### src/rtl/reg_bank_32x32_pkg.sv
// Shared constants and FSM encoding for the 32x32 register bank.
// Widths are fixed by the downstream 32:1 read mux.
package reg_bank_32x32_pkg;

    localparam int RB_WIDTH  = 32;
    localparam int RB_DEPTH  = 32;
    localparam int RB_AW     = 5;
    localparam int RB_BANK_W = RB_WIDTH * RB_DEPTH;

    localparam logic [RB_AW-1:0] RB_LAST_IDX = RB_AW'(RB_DEPTH - 1);

    typedef enum logic [1:0] {
        ST_IDLE  = 2'd0,
        ST_CLEAR = 2'd1,
        ST_DONE  = 2'd2
    } rb_state_t;

endpackage

### src/rtl/reg_bank_32x32_if.sv
// Write port, clear control and flattened bank output of the register bank.
// master = write/clear source, slave = the bank itself.
interface reg_bank_32x32_if;
    import reg_bank_32x32_pkg::*;

    logic                  wr_en;
    logic [RB_AW-1:0]      wr_addr;
    logic [RB_WIDTH-1:0]   wr_data;
    logic                  wr_rdy;
    logic                  clr_req;
    logic                  clr_busy;
    logic                  clr_done;
    logic [RB_BANK_W-1:0]  bank;

    modport master (
        output wr_en, wr_addr, wr_data, clr_req,
        input  wr_rdy, clr_busy, clr_done, bank
    );

    modport slave (
        input  wr_en, wr_addr, wr_data, clr_req,
        output wr_rdy, clr_busy, clr_done, bank
    );

endinterface

### src/rtl/reg_bank_32x32_word.sv
// One register word: async active-low reset, write enable, synchronous clear.
// Latency 1 cycle; clear wins over a simultaneous write.
module reg_bank_32x32_word #(
    parameter int WIDTH = 32
) (
    input  logic             clk,
    input  logic             rst_n,
    input  logic             wr_en,
    input  logic             clr,
    input  logic [WIDTH-1:0] wr_data,
    output logic [WIDTH-1:0] q
);

    always_ff @(posedge clk or negedge rst_n) begin
        if (!rst_n) begin
            q <= '0;
        end else if (clr) begin
            q <= '0;
        end else if (wr_en) begin
            q <= wr_data;
        end
    end

endmodule

### src/rtl/reg_bank_32x32.sv
// 32x32 register bank with one write port and a one-word-per-cycle clear engine.
// Latency: write visible on bank 1 cycle after the accepting edge; clear takes 32+1 cycles.
// Backpressure: wr_rdy low outside IDLE drops writes; REGBANK_R0_ZERO_EN hardwires word 0.
module reg_bank_32x32
    import reg_bank_32x32_pkg::*;
(
    input  logic             clk,
    input  logic             rst_n,
    reg_bank_32x32_if.slave  rb
);

    rb_state_t                          state;
    logic [RB_AW-1:0]                   clr_cnt;
    logic                               clr_busy_q;
    logic                               clr_done_q;
    logic                               wr_rdy;
    logic                               wr_fire;
    logic                               clr_active;
    logic [RB_DEPTH-1:0][RB_WIDTH-1:0]  words;

    assign wr_rdy     = (state == ST_IDLE);
    assign wr_fire    = rb.wr_en && wr_rdy;
    assign clr_active = (state == ST_CLEAR);

    assign rb.wr_rdy   = wr_rdy;
    assign rb.clr_busy = clr_busy_q;
    assign rb.clr_done = clr_done_q;
    assign rb.bank     = words;

    // Busy/done are registered alongside the state so they carry no decode glitches.
    always_ff @(posedge clk or negedge rst_n) begin
        if (!rst_n) begin
            state      <= ST_IDLE;
            clr_cnt    <= '0;
            clr_busy_q <= 1'b0;
            clr_done_q <= 1'b0;
        end else begin
            clr_done_q <= 1'b0;
            case (state)
                ST_IDLE: begin
                    if (rb.clr_req) begin
                        state      <= ST_CLEAR;
                        clr_cnt    <= '0;
                        clr_busy_q <= 1'b1;
                    end
                end
                ST_CLEAR: begin
                    clr_cnt <= clr_cnt + 1'b1;
                    if (clr_cnt == RB_LAST_IDX) begin
                        state      <= ST_DONE;
                        clr_done_q <= 1'b1;
                    end
                end
                ST_DONE: begin
                    state      <= ST_IDLE;
                    clr_busy_q <= 1'b0;
                end
                default: begin
                    state      <= ST_IDLE;
                    clr_busy_q <= 1'b0;
                end
            endcase
        end
    end

`ifdef REGBANK_R0_ZERO_EN
    localparam int FIRST_WORD = 1;
    assign words[0] = '0;
`else
    localparam int FIRST_WORD = 0;
`endif

    // Per-word decode of the write address and the clear counter.
    for (genvar i = FIRST_WORD; i < RB_DEPTH; i++) begin : g_word
        logic wr_sel;
        logic clr_sel;

        assign wr_sel  = wr_fire && (rb.wr_addr == RB_AW'(i));
        assign clr_sel = clr_active && (clr_cnt == RB_AW'(i));

        reg_bank_32x32_word #(
            .WIDTH (RB_WIDTH)
        ) u_word (
            .clk     (clk),
            .rst_n   (rst_n),
            .wr_en   (wr_sel),
            .clr     (clr_sel),
            .wr_data (rb.wr_data),
            .q       (words[i])
        );
    end

endmodule
### src/flat_wrapper.sv
// flat-port wrapper written by rule: the top's interface ports become plain ports
module reg_bank_32x32_flat import reg_bank_32x32_pkg::*;
  (clk, rst_n, rb_wr_en, rb_wr_addr, rb_wr_data, rb_clr_req, rb_wr_rdy, rb_clr_busy, rb_clr_done, rb_bank);
  reg_bank_32x32_if rb_i ();
  input  logic clk;
  input  logic rst_n;
  input wire logic [$bits(rb_i.wr_en)-1:0] rb_wr_en;
  input wire logic [$bits(rb_i.wr_addr)-1:0] rb_wr_addr;
  input wire logic [$bits(rb_i.wr_data)-1:0] rb_wr_data;
  input wire logic [$bits(rb_i.clr_req)-1:0] rb_clr_req;
  output wire logic [$bits(rb_i.wr_rdy)-1:0] rb_wr_rdy;
  output wire logic [$bits(rb_i.clr_busy)-1:0] rb_clr_busy;
  output wire logic [$bits(rb_i.clr_done)-1:0] rb_clr_done;
  output wire logic [$bits(rb_i.bank)-1:0] rb_bank;
  assign rb_i.wr_en = rb_wr_en;
  assign rb_i.wr_addr = rb_wr_addr;
  assign rb_i.wr_data = rb_wr_data;
  assign rb_i.clr_req = rb_clr_req;
  assign rb_wr_rdy = rb_i.wr_rdy;
  assign rb_clr_busy = rb_i.clr_busy;
  assign rb_clr_done = rb_i.clr_done;
  assign rb_bank = rb_i.bank;
  reg_bank_32x32 u_core (.clk(clk), .rst_n(rst_n), .rb(rb_i));
endmodule
### config.mk
export PLATFORM = sky130hd
export DESIGN_NAME = reg_bank_32x32_flat
export DESIGN_NICKNAME = d
export VERILOG_FILES = /design/src/rtl/reg_bank_32x32_pkg.sv /design/src/rtl/reg_bank_32x32_if.sv /design/src/rtl/reg_bank_32x32_word.sv /design/src/rtl/reg_bank_32x32.sv /design/src/flat_wrapper.sv
export SDC_FILE = /design/constraint.sdc
export NUM_CORES = 1
export LEC_CHECK = 0
export CAP_MARGIN = 20
export CORE_AREA = 4 4 416 418
export DETAILED_ROUTE_END_ITERATION = 6
export DIE_AREA = 0 0 420 422
export PLACE_DENSITY = 0.43
export SYNTH_ARGS = -nofsm -noshare
export SYNTH_HDL_FRONTEND = slang
export SYNTH_SLANG_ARGS = --single-unit
### constraint.sdc
create_clock -name clk -period 2.35 [get_ports clk]
set_input_delay 0.705 -clock clk [delete_from_list [all_inputs] [get_ports clk]]
set_output_delay 0.705 -clock clk [all_outputs]
set_load 0.01 [all_outputs]
==> results.txt, run 1 <==
The fraction of final layout cells with drive strength greater than 1 came out at between 10% and 20%. Headroom to the max-slew limit came out at a little over two fifths. Setup repair after global routing left no endpoint under its margin. The initial antenna violation count is 9. The number of levels the H-tree was split into is 3. Static timing analysis puts the maximum clock frequency at 0.449 GHz.

The post-synth net total is around 2,700. The worst-path maximum fanout came out at 2. After detailed routing, the number of vias per cell comes to 4.96. For this run, the number of Yosys warnings is 0. The final critical-path required period came out at roughly 2.2 ns. The worst min-delay path startpoint is rb_wr_data[21].

The core utilization of the finished layout is between 30% and 40%. The cell count after synthesis came out at 2,644. The TritonCTS sink count is 1,033. The type of element launching the critical path is a register. The number of failing setup endpoints in the final timing report came out at 0. The final total negative setup slack came out at 0 ns.

After routing the design area is 55,900 sq um. The proportion of synthesized chip area in sequential cells is between 60% and 70%. Clock-pin slew was measured on the worst setup and hold paths at approximately 0.060 ns. Across the run, the number of max-cap violations was 0.

The worst-skew pair later-pin latency is about 0.76 ns. The I/O pin total came out at approximately 1,100. The root buffer cell chosen for the clock tree is clkbuf_16. The net count of the finished layout came out at between 3,000 and 4,000. The die area came out at between 150,000 and 200,000 sq um. After floorplanning, the core was sized to cover around 170,000 sq um. The total routing usage reported by global routing is between 20% and 30%. The areal power density over the cells came out at 950 nW/um^2.

In this run the cell area of the synthesized design comes to 37,500 sq um. The highest-delay cell along the critical path is dlygate4sd2_1. The total count of hold-check failures in the final report is 0. The startpoint-to-endpoint class of the critical path is reg2out.

The die is ~420 um wide. The buffer and inverter count on the worst path is 1. The placed cell area is 53,000 sq um. The TritonCTS clock tree is done. The sum of routed wire length over all layers is between 200 and 250 mm. The final estimated routing congestion in global placement came out at between 0.7 and 0.8. The final max-slew violation count came out at 0. After detailed routing, the average wire length per cell comes to between 30 and 40 um.

The total half-perimeter wirelength after legalization and detailed placement came out at around 130 mm. In this run the worst hold path is classified as in2reg. The number of routed nets with antenna violations came out at 0. After detailed routing, the number of remaining DRC violations is 0. For this design the static power due to leakage is about 30 nW. Counting the buffers created by CTS gives ~120. The worst setup path is captured at an output port. After global routing the overflow that remains totals 0. The synthesized area per cell came out at approximately 14 sq um. The final worst clock skew is 0.0443 ns.

The critical path arrival came out at roughly 1.5 ns. The final worst hold slack came out at 0.238 ns. The worst register-to-register path begins at u_core.clr_cnt[4]$_DFFE_PN0P_. The cell family contributing the most delay on the critical path is buffers and inverters. The number of detailed-route iterations in the first pass is 5.

The run finished with clean final reports. The final clock period utilization by the worst path came out at between 90% and 100%. The peak supply drop is 0.000563 V.

The global-route wire length before repair came out at between 200 and 300 mm. The die boundary height is 422 um. The number of global-route vias before repair came to 30,330. For this run, the slowest stage of the critical path takes approximately 0.42 ns.

The number of rows created at floorplan came out at about 150. The effective utilization at floorplan came out at roughly 22%. The count of input and output buffers came out at between 1,000 and 1,500. STA puts the critical path data required time at about 1.6 ns. The worst-case clock buffer depth is 3. The signal on the critical path passes through dlygate4sd2_1. For the pin with the worst max-slew slack, the measured transition is approximately 0.86 ns. The first-iteration detailed-routing DRC count is 2,698. After synthesis the netlist holds a flip-flop and latch count of around 1,000.

The maximum number of pins on one net before global-route repair came out at about 80. The count of distinct cell types in the synthesized netlist came out at 37. The relative area change from synthesis to final layout came out at 49.3%. The most critical setup path has its startpoint at u_core.g_word[25].u_word.q[19]$_DFFE_PN0P_. The total vias in the final route is between 30,000 and 40,000.
==> metal layers <==
metal,track usage (%),wire length [um],vias to the layer above
li1,-,-,12199
met2,37.4,101000,1355
met1,27.6,81500,16145
met3,5.30,13800,302
met4,8.59,7670,0
met5,0,0,-
==> power breakdown <==
part           internal [W]  switching (W)  leakage, nW  total, W
Clock                0.0116        0.00817         2.04    0.0197
Combinational       0.00474        0.00696         13.9    0.0117
Sequential           0.0202        0.00148         14.2    0.0217
==> layout by cell type (no fill, tap or decap), types with 3 or more instances in the layout <==
master and instances:
and2_2 3, clkdlybuf4s50_1 7, clkinv_16 3, a22o_1 962, diode_2 5, buf_2 32
inv_16 3, clkinvlp_4 5, ha_1 6, clkbuf_1 21, nor2_1 3, and4bb_2 7
buf_4 86, nand2b_1 3, dfrtp_1 1031, nand3_1 65, nand2_1 68, clkbuf_16 117
dlygate4sd2_1 1023, bufinv_16 13, clkinv_2 23, clkbuf_8 29, inv_1 8, buf_12 130
nor2_4 27, o21ai_0 67, a22oi_2 30, and4b_1 6
==> final cells by class <==
cell class	count	area, sq um
Fill cell	16897	113000
Clock inverter	52	739
Tap cell	2218	2780
Timing Repair Buffer	1283	12500
Sequential cell	1033	25900
Multi-Input combinational cell	1278	10600
Antenna cell	5	12.5
Inverter	8	30.0
Clock buffer	167	3410
==> cells by family (layout without fill, tap and decap cells) <==
kind of cell	after synthesis	count (layout)	share of synthesized area (%)
buffers and inverters	333	1510	3.66
AOI/OAI and AO/OA	1062	1062	24.0
DFF	1033	1033	69.0
adders and majority gates	6	6	0.200
and+or+nand+nor	208	208	3.06
other	0	5	0
muxes	2	2	0.0568
==> timing repair <==
| item | in CTS | in global routing |
|---|---|---|
| buffers inserted | 0 | 0 |
| setup endpoints to repair | 1027 | 1 |
| endpoints found under the hold margin | 11 | 0 |
| gates resized for setup | 1038 | 1 |
| hold buffers | 1 | 0 |
==> stage by stage <==
stage,instances,total power [W],setup WS [ns]
6_report,6044,0.0531,0.124
5_1_grt,6043,0.0551,0.00428
4_1_cts,6039,0.0538,0.0181
3_5_place_dp,5819,0.0356,-0.546
3_3_place_gp,5819,0.0356,-0.546
2_1_floorplan,2644,0.0263,0.175
==> flip-flops by register name, indices dropped and copies added (netlist names) <==
| name | count |
|---|---|
| u_core.rb.clr_done | 1 |
| u_core.rb.clr_busy | 1 |
| u_core.state | 2 |
| u_core.clr_cnt | 5 |
| u_core.g_word.u_word.q | 1024 |
==> Yosys cell counts (all sizes together) <==
cell type	number	area [sq um]
nand4	1	6.26
and4	1	8.76
nand2b	3	18.8
and4b	7	70.1
ha	6	75.1
nand4b	2	17.5
and3	1	6.26
or4b	3	30.0
nand2	68	255
dfrtp	1033	25800
nor4	1	21.3
nand4bb	2	22.5
and2	5	31.3
a22oi	30	225
or4	1	7.51
nor2b	2	12.5
nand3b	2	15.0
o21ai	67	335
o21bai	1	7.51
inv	8	30.0
mux2i	1	10.0
a22o	962	8430
or4bb	2	22.5
and4bb	7	87.6
nand3	65	325
buf	98	485
clkbuf	227	855
nor4b	3	62.6
mux2	1	11.3
a21oi	2	10.0
nor2	31	116
nor4bb	1	10.0
==> worst paths after layout <==
check                                                              to  slack (ns)  cells past startpoint
hold reg to reg            u_core.g_word[10].u_word.q[20]$_DFFE_PN0P_        0.49                      1
setup reg to reg           u_core.g_word[23].u_word.q[14]$_DFFE_PN0P_        0.30                      4
max in group asynchronous  u_core.g_word[23].u_word.q[27]$_DFFE_PN0P_        0.93                      4
setup / recovery                                         rb_bank[819]        0.12                      1
min in group asynchronous   u_core.g_word[29].u_word.q[2]$_DFFE_PN0P_        0.47                      2
hold / removal             u_core.g_word[23].u_word.q[21]$_DFFE_PN0P_        0.24                      2
No activity file was read; power rests on OpenSTA's default activity.
==> run 2: changes to the inputs <==
CORE_AREA = not set   (was 4 4 416 418)
CORE_MARGIN = 4   (was not set)
CORE_UTILIZATION = 23   (was not set)
DIE_AREA = not set   (was 0 0 420 422)
PLACE_DENSITY = 0.45   (was 0.43)
==> run 2 against run 1 <==
Combinational power barely moved. Via count rose by 0.11%. Non-clock buffer count fell by 20. Wire length fell by 0.72%. Largest power group unchanged. Global-route usage rose by 0.70 points. Critical endpoint is now rb_bank[517]. Highest routed layer is now met5. Clock power fell by 4%. Sequential cell count did not move. Fmax fell by 1.8%. Clock skew rose by 0.018 ns. Sequential share of layout area rose by 0.46 points. Setup slack got worse by 0.041 ns.
==> results.txt, run 2 (synthesized netlist as in run 1, its figures left out) <==
The run finished with clean final reports. The global-route wire length before repair came out at 271 mm (-1.4%). The mean routed wirelength per cell came out at 33.9 um (+0.69%).

The worst-case clock buffer depth is 3 (unchanged). The fraction of final layout cells with drive strength greater than 1 is 13.0% (-0.80 points). The buffer and inverter count on the worst path is 1 (unchanged). The critical path is of the reg2out type. The net switching power came out at 0.0163 W (-1.6%). The library cells used most frequently in the layout, excluding fill and tap cells, are 1,031 x dfrtp_1, 1,017 x dlygate4sd2_1, 962 x a22o_1. The actual transition at the worst max-transition pin is 0.811 ns (-0.0516 ns). The areal power density over the cells came out at 943 nW/um^2 (-0.72%). The net count of the finished layout is 3,745 (-0.58%). The largest registers in the layout are u_core.g_word.u_word.q x1024, u_core.clr_cnt x5, u_core.state x2.

The overall power consumption came out at 0.0522 W (-1.7%). The critical path arrival was 1.56 ns (+0.04 ns). The total count of hold-check failures in the final report came out at 0 (unchanged). The number of levels the H-tree was split into came out at 3 (unchanged). The setup slack of the critical path after layout came out at 0.0833 ns (-0.0408 ns). The TritonCTS clock tree is done. The total CTS buffers is 114 (-1.7%). The highest cell delay on the worst timing path was 0.44 ns (+0.02 ns). The total routing usage reported by global routing came to 23.0% (+0.70 points). The leakage power total was 29.8 nW (-0.86%). The count of input and output buffers is 1,067 (unchanged). The final worst clock skew is 0.0621 ns (+0.0178 ns). The number of detailed-route iterations in the first pass was 5 (unchanged). The die extent in x came to 412 um (-2.0%). STA classifies the critical path endpoint as an output port. The relative contribution of the clock network to total power is 36.2% (-1.0 points).

The initial antenna violation count came to 15 (+6). The number of global-route vias before repair is 30,012 (-1.0%). The TritonCTS sink count is 1,033 (unchanged).

The number of max-capacitance violations reported is 0 (unchanged). Setup repair after global routing left no endpoint under its margin. The effective utilization at floorplan came to 23.2% (+1.1 points). The final critical-path required period came to 2.27 ns (+0.0408 ns). The I/O pin total came to 1,068 (unchanged).

The total half-perimeter wirelength after legalization and detailed placement came to 132 mm (-1.5%). Among cell families on the critical path, the largest total delay comes from buffers and inverters. The die area is 169,000 sq um (-4.4%). The placed cell area was 52,700 sq um (-0.70%). The pre-CTS worst setup slack came out at -0.510 ns (+0.0361 ns). The maximum number of pins on one net before global-route repair came out at 100 (+27%).

Compared with the post-synthesis result, the final layout area differs by 47.8%. The number of flip-flops under the largest register name is 1,024 (unchanged). The number of failing setup endpoints in the final timing report was 0 (unchanged). The sequential power share is 41.6% (+0.8 points). The detail-routed via count per cell is 5.04 (+1.5%). The largest individual stage delay along the critical path comes from the cell clkdlybuf4s15_1. The final estimated routing congestion in global placement came out at 0.782 (+2.2%). The number of rows created at floorplan is 147 (-2.6%).

The sum of routed wire length over all layers came out at 202 mm (-0.72%). In this run the worst hold path is classified as in2reg. The headroom to the max-slew limit was 45.8% (+3.4 points).

The type of element launching the critical path is a register. The die boundary height was 412 um (-2.5%). The register with the most flip-flops in the final layout is u_core.g_word.u_word.q. The peak supply drop came to 0.000650 V (+15%).

Leaving out fill and tap cells, the most frequent cell in the layout is dfrtp_1. The proportion of power drawn by combinational gates is 22.2% (+0.2 points). The worst-skew pair later-pin latency is 0.76 ns (about the same).

The total overflow reported by the global router is 0 (unchanged). The highest achievable clock rate is 0.441 GHz (-1.8%). The total vias in the final route is 30,033 (+0.11%). The number of routed nets with antenna violations was 0 (unchanged). The number of DRC violations after detailed routing was 0 (unchanged). The core utilization of the finished layout is 34.3% (+1.3 points). The post-layout instance area came to 55,400 sq um (-0.98%). The first-iteration detailed-routing DRC count is 2,888 (+7.0%). The worst-path maximum fanout is 2 (unchanged). The final clock period utilization by the worst path is 96.5% (+1.7 points). The required time at the worst-slack endpoint is 1.64 ns (about the same). The critical path goes through clkdlybuf4s15_1.

The switching part of the total power was 31.3% (about the same). The cell sitting at the root of the clock tree is a clkbuf_16. The internal power component was 0.0359 W (-1.7%). The final max-slew violation count is 0 (unchanged). The core region area came out at 161,000 sq um (-4.6%). The clock-pin slew of the registers on the worst-case setup and hold paths came to 0.06 ns (about the same).
==> run 2: changes by cell type in the layout (fill, tap and decap cells not counted), sizes merged <==
cell           change
diode              -2
dlygate4sd2        -6
clkdlybuf4s15      +6
clkinvlp           -2
clkbuf            +10
clkinv             -4
buf               -20
bufinv             -4
inv                -5
==> run 2: cell type report <==
type / instances / area, sq um
well taps: 2160 / 2700
fillers: 16079 / 106000
clock buffers: 177 / 3400
clock inverters: 37 / 559
multi-input cells: 1278 / 10600
flip-flops and latches: 1033 / 25900
repair buffers: 1263 / 12200
inverters: 8 / 30.0
diodes: 3 / 7.51
==> run 2: what timing repair did <==
| item | CTS | global route |
|---|---|---|
| hold buffers | 1 | 0 |
| endpoints found under the hold margin | 12 | 0 |
| pin swaps | 0 | 0 |
| gates cloned | 0 | 0 |
| setup buffers | 1 | 0 |
| resized for setup | 1045 | 1 |
| setup endpoints to repair | 1027 | 1 |
==> run 2: power by group through the flow <==
stage | Clock [W] | Combinational, W | Sequential (W)
after floorplan | 0 | 0.00338 | 0.0229
after global placement | 0 | 0.0135 | 0.0221
after detailed placement | 0 | 0.0135 | 0.0220
after CTS | 0.0193 | 0.0118 | 0.0217
after global routing | 0.0200 | 0.0122 | 0.0220
final | 0.0189 | 0.0116 | 0.0217
==> run 2: path summary, 6_finish.rpt <==
path	from	end	slack [ns]	cells after the start
setup / recovery	u_core.g_word[16].u_word.q[5]$_DFFE_PN0P_	rb_bank[517]	0.08	1
hold / removal	rb_wr_data[4]	u_core.g_word[31].u_word.q[4]$_DFFE_PN0P_	0.47	3
setup reg to reg	u_core.state[0]$_DFFE_PN0P_	u_core.g_word[18].u_word.q[19]$_DFFE_PN0P_	0.29	6
hold reg to reg	u_core.g_word[12].u_word.q[18]$_DFFE_PN0P_	u_core.g_word[12].u_word.q[18]$_DFFE_PN0P_	0.49	1
max in group asynchronous	rst_n	u_core.g_word[23].u_word.q[15]$_DFFE_PN0P_	0.89	4
min in group asynchronous	rst_n	u_core.g_word[25].u_word.q[13]$_DFFE_PN0P_	0.66	3
==> run 2: stage by stage <==
| step | instances | hold WS, ns | TNS, ns |
|---|---|---|---|
| final | 5959 | 0.469 | 0 |
| after global routing | 5957 | 0.455 | 0 |
| after CTS | 5956 | 0.372 | 0 |
| after detailed placement | 5740 | 0.480 | -396.36 |
| after global placement | 5740 | 0.482 | -398.99 |
| after floorplan | 2644 | 0.409 | 0 |
==> run 2: layer usage <==
layer,GRT usage [%],share of wire (%)
met5,0,0.0064
met1,28.5,40
met3,6.74,8.5
met4,8.30,3.9
met2,37.9,48
